$ cat src/rtl/idex_alu_issue.sv
// ID/EX issue register: decodes ALU control, selects/extends operand B, and registers a
// valid-qualified bundle with stall/flush handling. Optional macro: IDEX_ORI_ZEXT_EN.
module idex_alu_issue #(
  parameter int WIDTH = 32,
  parameter int CNT_W = 16
) (
  input  logic             clk,
  input  logic             rst,
  input  logic             in_valid,
  output logic             in_ready,
  input  logic [1:0]       alu_op,
  input  logic [5:0]       funct,
  input  logic [WIDTH-1:0] rd1,
  input  logic [WIDTH-1:0] rd2,
  input  logic [15:0]      imm,
  input  logic             alu_src,
  input  logic             stall,
  input  logic             flush,
  output logic             out_valid,
  output logic [WIDTH-1:0] out_a,
  output logic [WIDTH-1:0] out_b,
  output logic [2:0]       out_control,
  output logic             out_illegal,
  output logic [CNT_W-1:0] bubble_cnt
);

  localparam logic [2:0] CTL_AND = 3'b000;
  localparam logic [2:0] CTL_OR  = 3'b001;
  localparam logic [2:0] CTL_ADD = 3'b010;
  localparam logic [2:0] CTL_SUB = 3'b110;
  localparam logic [2:0] CTL_SLT = 3'b111;

  // Returns {illegal, control}; unsupported encodings fall back to ADD.
  function automatic logic [3:0] decode_ctl(input logic [1:0] op, input logic [5:0] fn);
    logic [3:0] res;
    res = {1'b1, CTL_ADD};
    case (op)
      2'b00: res = {1'b0, CTL_ADD};
      2'b01: res = {1'b0, CTL_SUB};
      2'b10: begin
        case (fn)
          6'b100000: res = {1'b0, CTL_ADD};
          6'b100010: res = {1'b0, CTL_SUB};
          6'b100100: res = {1'b0, CTL_AND};
          6'b100101: res = {1'b0, CTL_OR};
          6'b101010: res = {1'b0, CTL_SLT};
          default:   res = {1'b1, CTL_ADD};
        endcase
      end
`ifdef IDEX_ORI_ZEXT_EN
      2'b11: res = {1'b0, CTL_OR};
`else
      2'b11: res = {1'b1, CTL_ADD};
`endif
      default: res = {1'b1, CTL_ADD};
    endcase
    return res;
  endfunction

  logic [3:0]       dec_s;
  logic [WIDTH-1:0] b_s;
  logic             valid_r;
  logic [WIDTH-1:0] a_r;
  logic [WIDTH-1:0] b_r;
  logic [2:0]       ctl_r;
  logic             ill_r;
  logic [CNT_W-1:0] cnt_r;

  // Control decode and operand-B selection for the incoming slot
  always_comb begin
    dec_s = decode_ctl(alu_op, funct);
    b_s   = rd2;
`ifdef IDEX_ORI_ZEXT_EN
    if (alu_op == 2'b11) begin
      b_s = {{(WIDTH-16){1'b0}}, imm};
    end else if (alu_src) begin
      b_s = {{(WIDTH-16){imm[15]}}, imm};
    end else begin
      b_s = rd2;
    end
`else
    if (alu_src) begin
      b_s = {{(WIDTH-16){imm[15]}}, imm};
    end else begin
      b_s = rd2;
    end
`endif
  end

  // Issue bundle register: flush beats stall beats load
  always_ff @(posedge clk or posedge rst) begin
    if (rst) begin
      valid_r <= 1'b0;
      a_r     <= '0;
      b_r     <= '0;
      ctl_r   <= CTL_ADD;
      ill_r   <= 1'b0;
    end else if (flush) begin
      valid_r <= 1'b0;
      ill_r   <= 1'b0;
    end else if (stall) begin
      valid_r <= valid_r;
    end else begin
      valid_r <= in_valid;
      if (in_valid) begin
        a_r   <= rd1;
        b_r   <= b_s;
        ctl_r <= dec_s[2:0];
        ill_r <= dec_s[3];
      end else begin
        ill_r <= 1'b0;
      end
    end
  end

  // Saturating count of edges that see an invalid bundle on the output
  always_ff @(posedge clk or posedge rst) begin
    if (rst) begin
      cnt_r <= '0;
    end else if (!valid_r && (cnt_r != {CNT_W{1'b1}})) begin
      cnt_r <= cnt_r + CNT_W'(1);
    end else begin
      cnt_r <= cnt_r;
    end
  end

  assign in_ready    = ~stall;
  assign out_valid   = valid_r;
  assign out_a       = a_r;
  assign out_b       = b_r;
  assign out_control = ctl_r;
  assign out_illegal = ill_r;
  assign bubble_cnt  = cnt_r;

endmodule

$ cat config.mk
export PLATFORM = sky130hd
export DESIGN_NAME = idex_alu_issue
export DESIGN_NICKNAME = d
export VERILOG_FILES = /design/src/rtl/idex_alu_issue.sv
export SDC_FILE = /design/constraint.sdc
export NUM_CORES = 1
export LEC_CHECK = 0
export ABC_CLOCK_PERIOD_IN_PS = 2700
export BUFFER_PORTS_ARGS = -buffer_cell sky130_fd_sc_hd__buf_2
export CORE_ASPECT_RATIO = 1.2
export CORE_MARGIN = 2
export CORE_UTILIZATION = 40
export DETAILED_ROUTE_END_ITERATION = 7
export PLACE_DENSITY = 0.82
export SYNTH_ARGS = -nofsm -noshare
export SYNTH_HDL_FRONTEND = slang
export SYNTH_SLANG_ARGS = --single-unit
$ cat constraint.sdc
create_clock -name clk -period 2.7 [get_ports clk]
set_clock_uncertainty 0.15 [all_clocks]
set_input_delay 0.54 -clock clk [delete_from_list [all_inputs] [get_ports clk]]
set_output_delay 0.54 -clock clk [all_outputs]
set_load 0.005 [all_outputs]
==> results.json <==
{
  "status": "completed",
  "synthToLayoutAreaGrowth_pct": 34.4,
  "dpl.cell_count": 591,
  "grt_pass1_wl_um": 13600,
  "route.detailed.drc": 0,
  "wl_per_cell_um": 14.0,
  "antenna_found_initial": 0,
  "combPwrFrac_pct": 21.5,
  "nets": 577,
  "diodes": 0,
  "synth_fa_ha_area_share_pct": 0.346,
  "clk_path_buf_depth": 2,
  "ys_types": 37,
  "placementRows": 38,
  "die_h_um": 108,
  "swShare_pct": 28.1,
  "cts_tree": "done",
  "clk_pin_slew_ns": 0.09,
  "multi_input_area_um2": 1390,
  "drv_cap": 0,
  "place_area_um2": 4640,
  "synthCells": 306,
  "period_share_pct": 75.1,
  "drtPass1Iterations": 4,
  "synth-compound-area-share_pct": 8.41,
  "insertion_delay_ns": 0.35,
  "cp_slowest_cell": "dfrtp_1",
  "period_minus_slack_ns": 2.03,
  "die_area_um2": 9820,
  "gp_congestion": 0.836,
  "place_hpwl_um": 6440,
  "hold_path_class": "in -> async",
  "intPower_mw": 2.44,
  "max_clock_freq_mhz": 493,
  "die_w_um": 90.8,
  "portBuffers": 179,
  "finalNonFillerCells": 607,
  "clock_power_share_pct": 29.2,
  "peakVddDrop_mv": 0.438,
  "power_density_nw_per_um2": 699,
  "syn_area_um2": 3620,
  "power.total_mw": 3.40,
  "cts_setup_buffers": 0,
  "fin_area_um2": 4860,
  "pwr-share-seq_pct": 49.3,
  "core_um2": 8940,
  "synth_top_cell_area_share_pct": 58.1,
  "drive_gt1_share_pct": 49.3,
  "required_ns": 2.79,
  "holdBufCountCts": 0,
  "clock-sinks": 85,
  "grt_pass1_vias": 3077,
  "syn-mean-instance-area_um2": 11.8,
  "startpoint_type": "flip-flop",
  "syn-num-nets": 401,
  "synth_mux_area_share_pct": 15.3,
  "vias": 2967,
  "ys_warn_count": 0,
  "crit_chain": "ha_1, and4_1, a41oi_2, mux2_2",
  "via_per_inst": 4.89,
  "setup_viol": 0,
  "cts_root_buffer": "clkbuf_8",
  "synth_top_area_cell": "dfrtp_1",
  "max_slew_margin_pct": 61.3,
  "hold_viol": 0,
  "setup_tns_ns": 0,
  "num_io_pins": 180,
  "final-seq-area_um2": 2130,
  "synth_edf_count": 0,
  "dr.first_iter.drc_count": 178,
  "tightest_slew_ns": 0.580,
  "endpoint_kind": "flip-flop",
  "track_usage_pct": 17.2,
  "wl_um": 8470,
  "htree_levels": 3,
  "drv_slew": 0,
  "grt_setup_unrepaired": "false",
  "final.fill_count": 827,
  "drt.antenna.violating_nets": 0,
  "path_max_fanout": 10,
  "synthSimpleGateAreaFrac_pct": 10.9,
  "overflow": 0,
  "crit_type": "reg -> reg",
  "arrival_ns": 2.11,
  "cts_resized": 0,
  "yosysSeqAreaShare_pct": 58.8,
  "initial_core_util_pct": 40.5,
  "grt_max_degree": 79,
  "synth_top_cells_by_area": "dfrtp_1 (58%), mux2_2 (11%), a21oi_1 (6.9%), mux2i_1 (4.7%), nor2_1 (3.7%)",
  "p_sw_mw": 0.957,
  "dominantRegCellSynth": "dfrtp_1",
  "synth-seq-cells": 85,
  "slowest_delay_ns": 0.44,
  "synth_top_family_by_area": "multiplexers",
  "leakagePower_nw": 2.36,
  "async_reset_ff_share_pct": 100,
  "cts_buffers": 9,
  "synthXorXnorAreaFrac_pct": 3.36
}
## cell families (layout without fill, tap and decap cells)
group / Yosys count / after routing
compound gates: 57 / 57
xor+xnor: 13 / 13
fa+ha+maj: 1 / 1
buf+inv: 22 / 203
flops: 85 / 85
mux: 51 / 51
simple gates: 77 / 77
## through the flow
stage	utilization [%]	setup WS, ns	hold slack, ns
after floorplan	-	0.762	0.331
after global placement	51.9	0.632	0.327
after detailed placement	51.9	0.555	0.337
after CTS	54.4	0.676	0.0612
after global routing	54.4	0.539	0.0996
final	54.4	0.673	0.0615
## critical path, delay by kind of cell (launching register included)
kind | cells | cell delay (ns)
adder cells (fa/ha/maj) | 1 | 0.24
flip-flops | 1 | 0.44
multiplexers | 1 | 0.39
AO/OA/AOI/OAI | 1 | 0.41
AND/OR/NAND/NOR | 1 | 0.29
## power by group through the flow
stage	clock network [mW]	registers, mW	logic, mW
2_1_floorplan	0	1.71	0.341
4_1_cts	1.03	1.68	0.746
6_report	0.994	1.68	0.730
3_3_place_gp	0	1.68	0.715
5_1_grt	1.07	1.71	0.818
3_5_place_dp	0	1.70	0.745
## path summary, 6_finish.rpt
check                               from             to  slack (ns)  depth (start not counted)
min in group clk                   flush      out_valid        0.24                          2
max                        bubble_cnt[0]  bubble_cnt[1]        0.67                          4
max reg2reg                bubble_cnt[0]  bubble_cnt[1]        0.67                          4
min reg2reg                bubble_cnt[7]  bubble_cnt[7]        0.34                          1
max in group asynchronous            rst      out_b[31]        1.70                          3
min                                  rst      out_a[31]        0.06                          2
## sequential cells by signal, indices dropped and copies added (netlist names)
signal / cells
out_a: 32
out_b: 32
bubble_cnt: 16
out_control: 3
out_illegal: 1
out_valid: 1
## cells in the mapped netlist (2+ instances only)
| cell | number |
|---|---|
| dfrtp_1 | 84 |
| a21oi_1 | 50 |
| nor2_1 | 36 |
| mux2_2 | 34 |
| mux2i_1 | 17 |
| buf_2 | 11 |
| xnor2_1 | 11 |
| nand3_1 | 8 |
| nand4_1 | 8 |
| nand2_1 | 6 |
| and2_1 | 4 |
| and4_1 | 3 |
| buf_1 | 3 |
| inv_1 | 3 |
| nor3b_1 | 3 |
| clkbuf_1 | 2 |
| nand2b_1 | 2 |
| o21ai_0 | 2 |
## area by class of cell
| type | instances | share of cell area (%) |
|---|---|---|
| clock inverters | 7 | 2.03 |
| flip-flops and latches | 85 | 43.8 |
| inverters | 4 | 0.386 |
| clock buffers | 9 | 2.55 |
| repair buffers | 183 | 19.6 |
| multi-input cells | 199 | 28.6 |
| well taps | 120 | 3.09 |
## placed cells by master, fill, tap and decap left out, types with 2 or more instances in the layout
master        n
buf_12        2
and4_1        3
nor2_1       36
inv_1         2
mux2i_1      17
nand4_1       8
clkbuf_8      9
buf_4         2
xnor2_1      11
o21ai_0       2
clkinv_4      2
clkinvlp_4    2
nand2b_1      2
nor3b_1       3
buf_2       179
nand2_1       6
nand3_1       8
and2_1        4
mux2_2       34
bufinv_16     2
dfrtp_1      84
a21oi_1      50
## routing by layer
metal / part of all wire, % / track usage (%)
met5: 0 / 0
met4: 2.4 / 9.09
met3: 5.7 / 3.90
met2: 54 / 31.1
met1: 38 / 19.0
Power figures use the tool's default switching activity.
